[config.mk]
export PLATFORM = sky130hd
export DESIGN_NAME = table_writer
export DESIGN_NICKNAME = d
export VERILOG_FILES = /design/src/rtl/table_writer.sv
export SDC_FILE = /design/constraint.sdc
export NUM_CORES = 1
export LEC_CHECK = 0
export ABC_AREA = 1
export CAP_MARGIN = 20
export CORE_MARGIN = 1
export CORE_UTILIZATION = 59
export CTS_CLUSTER_SIZE = 28
export DETAILED_ROUTE_END_ITERATION = 16
export PLACE_DENSITY = 0.76
export SYNTH_ARGS = -nofsm -noshare
export SYNTH_HDL_FRONTEND = slang
export SYNTH_SLANG_ARGS = --single-unit
[constraint.sdc]
create_clock -name CLK -period 8.45 [get_ports CLK]
set_input_delay 1.69 -clock CLK [delete_from_list [all_inputs] [get_ports CLK]]
set_output_delay 1.69 -clock CLK [all_outputs]
set_load 0.1 [all_outputs]
[src/rtl/table_writer.sv]
// -----------------------------------------------------------------------------
// table_writer
//
// Run-time loader for the Aho-Corasick goto/failure tables. A byte stream
// carries a one-byte header N (entry count, 1..DEPTH) followed by N records
// of four bytes each: current_state, chara, next_state, failure_state.
// Complete records are written into four parallel arrays, which are read
// back through a registered read port by the table reader.
//
// Handshake: a byte moves on a rising CLK edge where IN_VALID and IN_READY
// are both high. IN_READY is a registered decode of the FSM state (high in
// HEADER and LOAD only) and never looks at IN_VALID; the producer may hold
// IN_VALID low for any number of cycles and parsing simply waits.
//
// Ports:
//   CLK, RST            clock (rising edge), asynchronous active-high reset
//   START               one-cycle pulse that begins or restarts a load
//   IN_VALID/IN_DATA    load-stream byte and its qualifier
//   IN_READY            writer accepts a byte this cycle
//   RD_ADDR             read address; RD_* follow one cycle later
//   RD_CURRENT/RD_CHARA/RD_NEXT/RD_FAILURE  registered table fields
//   ENTRY_COUNT         entry count of the last successful load
//   BUSY                load in progress (HEADER or LOAD)
//   DONE                one-cycle pulse on successful completion
//   ERROR               sticky malformed-load flag, cleared by START
//   TABLE_VALID         table contents complete and consistent
//   DBG_STATE           current FSM state, for observation only
// -----------------------------------------------------------------------------
module table_writer #(
    parameter int DEPTH = 32,
    parameter int AW    = 5,
    parameter int SW    = 8,
    parameter int CW    = 4
) (
    input  logic          CLK,
    input  logic          RST,
    input  logic          START,
    input  logic          IN_VALID,
    input  logic [7:0]    IN_DATA,
    output logic          IN_READY,
    input  logic [AW-1:0] RD_ADDR,
    output logic [SW-1:0] RD_CURRENT,
    output logic [CW-1:0] RD_CHARA,
    output logic [SW-1:0] RD_NEXT,
    output logic [SW-1:0] RD_FAILURE,
    output logic [AW:0]   ENTRY_COUNT,
    output logic          BUSY,
    output logic          DONE,
    output logic          ERROR,
    output logic          TABLE_VALID,
    output logic [2:0]    DBG_STATE
);

    typedef enum logic [2:0] {
        S_IDLE   = 3'd0,
        S_HEADER = 3'd1,
        S_LOAD   = 3'd2,
        S_DONE   = 3'd3,
        S_ERR    = 3'd4
    } state_t;

    localparam logic [8:0] MAX_N = 9'(DEPTH);
    localparam logic [AW:0] ONE  = (AW+1)'(1);

    state_t        state, state_n;
    logic [1:0]    field_q;       // byte position inside the current record
    logic [AW:0]   wr_ptr;        // records written so far; one extra bit so N==DEPTH does not alias
    logic [AW:0]   n_q;           // entry count latched from the header
    logic [SW-1:0] cur_s;
    logic [CW-1:0] chr_s;
    logic [SW-1:0] nxt_s;

    logic xfer;
    logic hdr_ok;
    logic chara_bad;
    logic last_rec;
    logic latch_n;
    logic stage_en;
    logic wr_en;

    logic [SW-1:0] mem_cur  [DEPTH];
    logic [CW-1:0] mem_chr  [DEPTH];
    logic [SW-1:0] mem_nxt  [DEPTH];
    logic [SW-1:0] mem_fail [DEPTH];

    assign xfer      = IN_VALID && IN_READY;
    assign hdr_ok    = (IN_DATA != 8'd0) && ({1'b0, IN_DATA} <= MAX_N);
    assign chara_bad = (IN_DATA[7:4] != 4'd0);
    assign last_rec  = ((wr_ptr + ONE) == n_q);
    assign DBG_STATE = state;

    // Next state and per-cycle strobes. START overrides everything, including
    // a transfer that would complete a record or the whole load.
    always_comb begin
        state_n  = state;
        latch_n  = 1'b0;
        stage_en = 1'b0;
        wr_en    = 1'b0;
        if (START) begin
            state_n = S_HEADER;
        end else begin
            case (state)
                S_IDLE: state_n = S_IDLE;
                S_HEADER: begin
                    if (xfer) begin
                        if (hdr_ok) begin
                            state_n = S_LOAD;
                            latch_n = 1'b1;
                        end else begin
                            state_n = S_ERR;
                        end
                    end
                end
                S_LOAD: begin
                    if (xfer) begin
                        if ((field_q == 2'd1) && chara_bad) begin
                            state_n = S_ERR;
                        end else if (field_q == 2'd3) begin
                            wr_en = 1'b1;
                            if (last_rec) begin
                                state_n = S_DONE;
                            end
                        end else begin
                            stage_en = 1'b1;
                        end
                    end
                end
                S_DONE:  state_n = S_IDLE;
                S_ERR:   state_n = S_IDLE;
                default: state_n = S_IDLE;
            endcase
        end
    end

    // State, status flags and parser registers. Status outputs are decoded
    // from the next state so they line up with the state they describe.
    always_ff @(posedge CLK or posedge RST) begin
        if (RST) begin
            state       <= S_IDLE;
            IN_READY    <= 1'b0;
            BUSY        <= 1'b0;
            DONE        <= 1'b0;
            ERROR       <= 1'b0;
            TABLE_VALID <= 1'b0;
            ENTRY_COUNT <= '0;
            field_q     <= 2'd0;
            wr_ptr      <= '0;
            n_q         <= '0;
            cur_s       <= '0;
            chr_s       <= '0;
            nxt_s       <= '0;
        end else begin
            state    <= state_n;
            IN_READY <= (state_n == S_HEADER) || (state_n == S_LOAD);
            BUSY     <= (state_n == S_HEADER) || (state_n == S_LOAD);
            DONE     <= (state_n == S_DONE);

            if (START) begin
                ERROR       <= 1'b0;
                TABLE_VALID <= 1'b0;
            end else if (state_n == S_ERR) begin
                ERROR <= 1'b1;
            end else if (state_n == S_DONE) begin
                TABLE_VALID <= 1'b1;
                ENTRY_COUNT <= n_q;
            end

            if (START) begin
                // Abort: anything staged for a partial record is dropped.
                field_q <= 2'd0;
                wr_ptr  <= '0;
                cur_s   <= '0;
                chr_s   <= '0;
                nxt_s   <= '0;
            end else if (latch_n) begin
                n_q     <= IN_DATA[AW:0];
                field_q <= 2'd0;
                wr_ptr  <= '0;
            end else if (stage_en) begin
                field_q <= field_q + 2'd1;
                case (field_q)
                    2'd0:    cur_s <= SW'(IN_DATA);
                    2'd1:    chr_s <= IN_DATA[CW-1:0];
                    default: nxt_s <= SW'(IN_DATA);
                endcase
            end else if (wr_en) begin
                field_q <= 2'd0;
                wr_ptr  <= wr_ptr + ONE;
            end
        end
    end

    // Table arrays: all four fields of a record land together when the
    // failure byte arrives. Contents survive reset.
    always_ff @(posedge CLK) begin
        if (wr_en) begin
            mem_cur[wr_ptr[AW-1:0]]  <= cur_s;
            mem_chr[wr_ptr[AW-1:0]]  <= chr_s;
            mem_nxt[wr_ptr[AW-1:0]]  <= nxt_s;
            mem_fail[wr_ptr[AW-1:0]] <= SW'(IN_DATA);
        end
    end

    // Registered read port, free-running in every state. A same-address
    // write in the same cycle returns the previous contents.
    always_ff @(posedge CLK or posedge RST) begin
        if (RST) begin
            RD_CURRENT <= '0;
            RD_CHARA   <= '0;
            RD_NEXT    <= '0;
            RD_FAILURE <= '0;
        end else begin
            RD_CURRENT <= mem_cur[RD_ADDR];
            RD_CHARA   <= mem_chr[RD_ADDR];
            RD_NEXT    <= mem_nxt[RD_ADDR];
            RD_FAILURE <= mem_fail[RD_ADDR];
        end
    end

endmodule
==> impl_metrics.sql <==
INSERT INTO impl_metrics (metric_group, metric, value, unit) VALUES
('run_status', 'status', 'complete, no violations', ''),
('synth', 'syn-instance-count', '2845', ''),
('timing', 'clock-skew-final', '0.02828', 'ns'),
('timing', 'tns', '0', 'ns'),
('global_route', 'antenna_violations_before_repair', '2', ''),
('synth', 'synth.net_count', '2869', ''),
('clock_tree', 'postCtsSetupBuffers', '0', ''),
('synth', 'post_synthesis_mean_instance_area', '13.36', 'um2'),
('critical_path', 'crit_chain', 'clkdlybuf4s50_1 -> inv_1 -> nand3_1 -> inv_1 -> nand2_1 -> nor2_4', ''),
('synth', 'synth.yosys.warnings', '0', ''),
('critical_path', 'master_of_the_slowest_instance_on_the_critical_path', 'nor2_4', ''),
('layout', 'ff_latch_area', '28790', 'um2'),
('clock_tree', 'cts.sinks', '971', ''),
('clock_tree', 'tritoncts.num_buffers', '93', ''),
('synth', 'synth.top_cells.by_area', 'edfxtp_1, o21ai_0, dfrtp_1', ''),
('clock_tree', 'path_clk_slew', '0.06', 'ns'),
('timing', 'slew_headroom', '0.2520', ''),
('global_route', 'global_route_wire_length_before_repair', '151100', 'um'),
('synth', 'yosys_most_used_dff', 'edfxtp_1', ''),
('global_route', 'grt_util_all_layers', '0.3134', ''),
('timing', 'post-route-period-util', '0.5991', ''),
('timing', 'timing.final.setup_violations', '0', ''),
('power', 'vdd_drop_max', '0.1554', 'mV'),
('critical_path', 'critPathKind', 'in2reg', ''),
('clock_tree', 'root_buffer', 'clkbuf_16', ''),
('critical_path', 'timing.critical_path.slowest_cell_delay', '1.04', 'ns'),
('routing', 'drt_pass1_iterations', '6', ''),
('critical_path', 'worstPathRequired', '8.71', 'ns'),
('clock_tree', 'cts_tree', 'yes', ''),
('placed_design', 'place_hpwl', '57970', 'um'),
('floorplanning', 'chipWidth', '255.8', 'um'),
('critical_path', 'cp-start-kind', 'input port', ''),
('min_path', 'min-delay-path-class', 'reg2reg', ''),
('global_route', 'maximum_number_of_pins_on_one_net_before_global_route_repair', '175', ''),
('routing', 'drc_errors', '0', ''),
('floorplanning', 'num_rows', '92', ''),
('routing', 'drt.antenna.violating_nets', '0', ''),
('routing', 'drt-vias-per-instance', '6.552', ''),
('timing', 'hold_slack', '0.4788', 'ns'),
('timing', 'fin_crit', '5.062', 'ns'),
('floorplanning', 'start_util', '0.6001', ''),
('timing', 'finalHoldViolations', '0', ''),
('synth', 'top_area_cell_type_share_of_the_netlist_area', '0.7081', ''),
('floorplanning', 'fp.dieH', '255.8', 'um'),
('power', 'pwr_density_cell', '248.5', 'nW/um2'),
('layout', 'finalNetCount', '2866', ''),
('synth', 'ys_types', '26', ''),
('clock_tree', 'ctsResizeCount', '0', ''),
('critical_path', 'crit_start', 'START', ''),
('floorplanning', 'floorplan_core_area', '63310', 'um2'),
('floorplanning', 'boundaryPins', '59', ''),
('timing', 'worstMarginPinSlew', '1.119', 'ns'),
('job', 'cap_violations', '0', ''),
('placed_design', 'placement.io_buffers', '58', ''),
('critical_path', 'cp_num_buf_inv', '3', ''),
('clock_tree', 'hold_fix_buffers_cts', '0', ''),
('critical_path', 'reg2reg_from', 'field_q[0]$_DFFE_PP0P_', ''),
('routing', 'detailroute.via_count', '24669', ''),
('power', 'p_leak', '14.05', 'nW'),
('synth', 'synth_top_cell_by_area', 'edfxtp_1', ''),
('synth', 'netlist_top_cells_count', 'edfxtp_1, nor2_1, o21ai_0', ''),
('critical_path', 'crit_top_cell', 'inv_1', ''),
('synth', 'yosysMostFrequentCell', 'edfxtp_1', ''),
('routing', 'routed_wirelength', '102300', 'um'),
('timing', 'max_freq', '197.5', 'MHz'),
('clock_tree', 'clock_insertion_delay_worst_skew', '0.66', 'ns'),
('placed_design', 'final_weighted_congestion_in_routability_driven_placement', '0.9151', ''),
('synth', 'share_of_flip_flops_with_an_asynchronous_set_or_reset', '0.07724', ''),
('floorplanning', 'dieArea', '65420', 'um2'),
('clock_tree', 'clock_tree.buffer_depth', '3', ''),
('synth', 'number_of_synthesized_register_bits', '971', '');
[worst paths after layout]
check / end / slack [ns] / depth (start not counted)
min in group asynchronous: RD_FAILURE[6]$_DFF_PP0_ / 1.43 / 2
worst min-delay path: ENTRY_COUNT[5]$_DFFE_PP0P_ / 0.48 / 2
max in group asynchronous: chr_s[2]$_DFFE_PP0P_ / 5.85 / 3
worst min register to register: ENTRY_COUNT[5]$_DFFE_PP0P_ / 0.48 / 2
worst max register to register: mem_nxt[10][6]$_DFFE_PP_ / 4.85 / 7
worst max-delay path: mem_nxt[10][6]$_DFFE_PP_ / 3.39 / 6
[worst reg2reg max path: stages (launching register included)]
cell and delay [ns]:
dfrtp_1 0.39, ha_1 0.17, inv_1 0.05, nor2_1 0.22, nand3_1 0.33, inv_1 0.32
nand2_1 0.69, nor2_4 1.04
[layer usage]
layer	GRT usage	vias to the layer above	wire length (um)
met4	0.1663	2	5822
li1	-	10621	-
met3	0.06546	264	12780
met5	0	-	13
met2	0.4688	1749	46450
met1	0.4376	12033	37280
[power by group]
| part | switching, mW | leakage [nW] | internal [mW] | total [mW] |
|---|---|---|---|---|
| Clock | 1.76 | 1.50 | 2.49 | 4.25 |
| Sequential | 0.0517 | 9.11 | 5.34 | 5.39 |
| Combinational | 0.714 | 3.43 | 0.181 | 0.896 |
| Total | 2.53 | 14.0 | 8.01 | 10.5 |
[per-stage QoR]
step	total power [mW]	setup slack, ns	instances	instance area (um2)	utilization
floorplan	6.015	4.314	2845	38000	-
global placement	6.337	3.036	3593	39300	0.6208
detailed placement	6.364	2.914	3593	39300	0.6208
CTS	10.53	3.539	3764	42420	0.6700
global route	10.78	3.298	3764	42420	0.6700
finish	10.54	3.388	3765	42420	0.6700
[sequential cells by signal, indices dropped and copies added (netlist names), 4 cells and up]
| signal | cells |
|---|---|
| wr_ptr | 6 |
| RD_CURRENT | 8 |
| n_q | 6 |
| chr_s | 4 |
| RD_FAILURE | 8 |
| nxt_s | 8 |
| mem_chr | 128 |
| mem_cur | 256 |
| RD_NEXT | 8 |
| mem_nxt | 256 |
| cur_s | 8 |
| RD_CHARA | 4 |
| mem_fail | 256 |
| ENTRY_COUNT | 6 |
[cell families after synthesis]
| family | after synthesis | synth area share |
|---|---|---|
| AOI/OAI and AO/OA | 748 | 0.1192 |
| xor gates and xnor gates | 1 | 0.0002306 |
| adders and majority gates | 7 | 0.002305 |
| buffers and inverters | 250 | 0.03033 |
| DFF | 971 | 0.7575 |
| and+or+nand+nor | 868 | 0.09039 |
[layout make-up]
type,instances,share of cell area
diodes,1,0.00005899
clock buffers,119,0.05887
clock inverters,52,0.01460
inverters,53,0.005103
multi-input cells,1624,0.1957
flip-flops and latches,971,0.6786
well taps,846,0.02495
repair buffers,99,0.02215
[cell usage in the layout, fill, tap and decap left out, types with 6 or more instances in the layout]
cell type	instances
a21oi_1	25
dfrtp_1	73
clkinvlp_4	6
clkinv_1	15
ha_1	7
nand4_1	6
clkbuf_16	95
bufinv_16	13
o211ai_1	18
o221ai_1	182
clkbuf_1	21
clkinv_2	12
nand2_1	253
edfxtp_1	896
o21ai_1	44
o22ai_1	31
nand3_1	118
nor2_1	454
clkdlybuf4s50_1	52
nor2_4	32
inv_1	46
buf_4	37
o21ai_0	444
No activity file was read; power rests on OpenSTA's default activity.
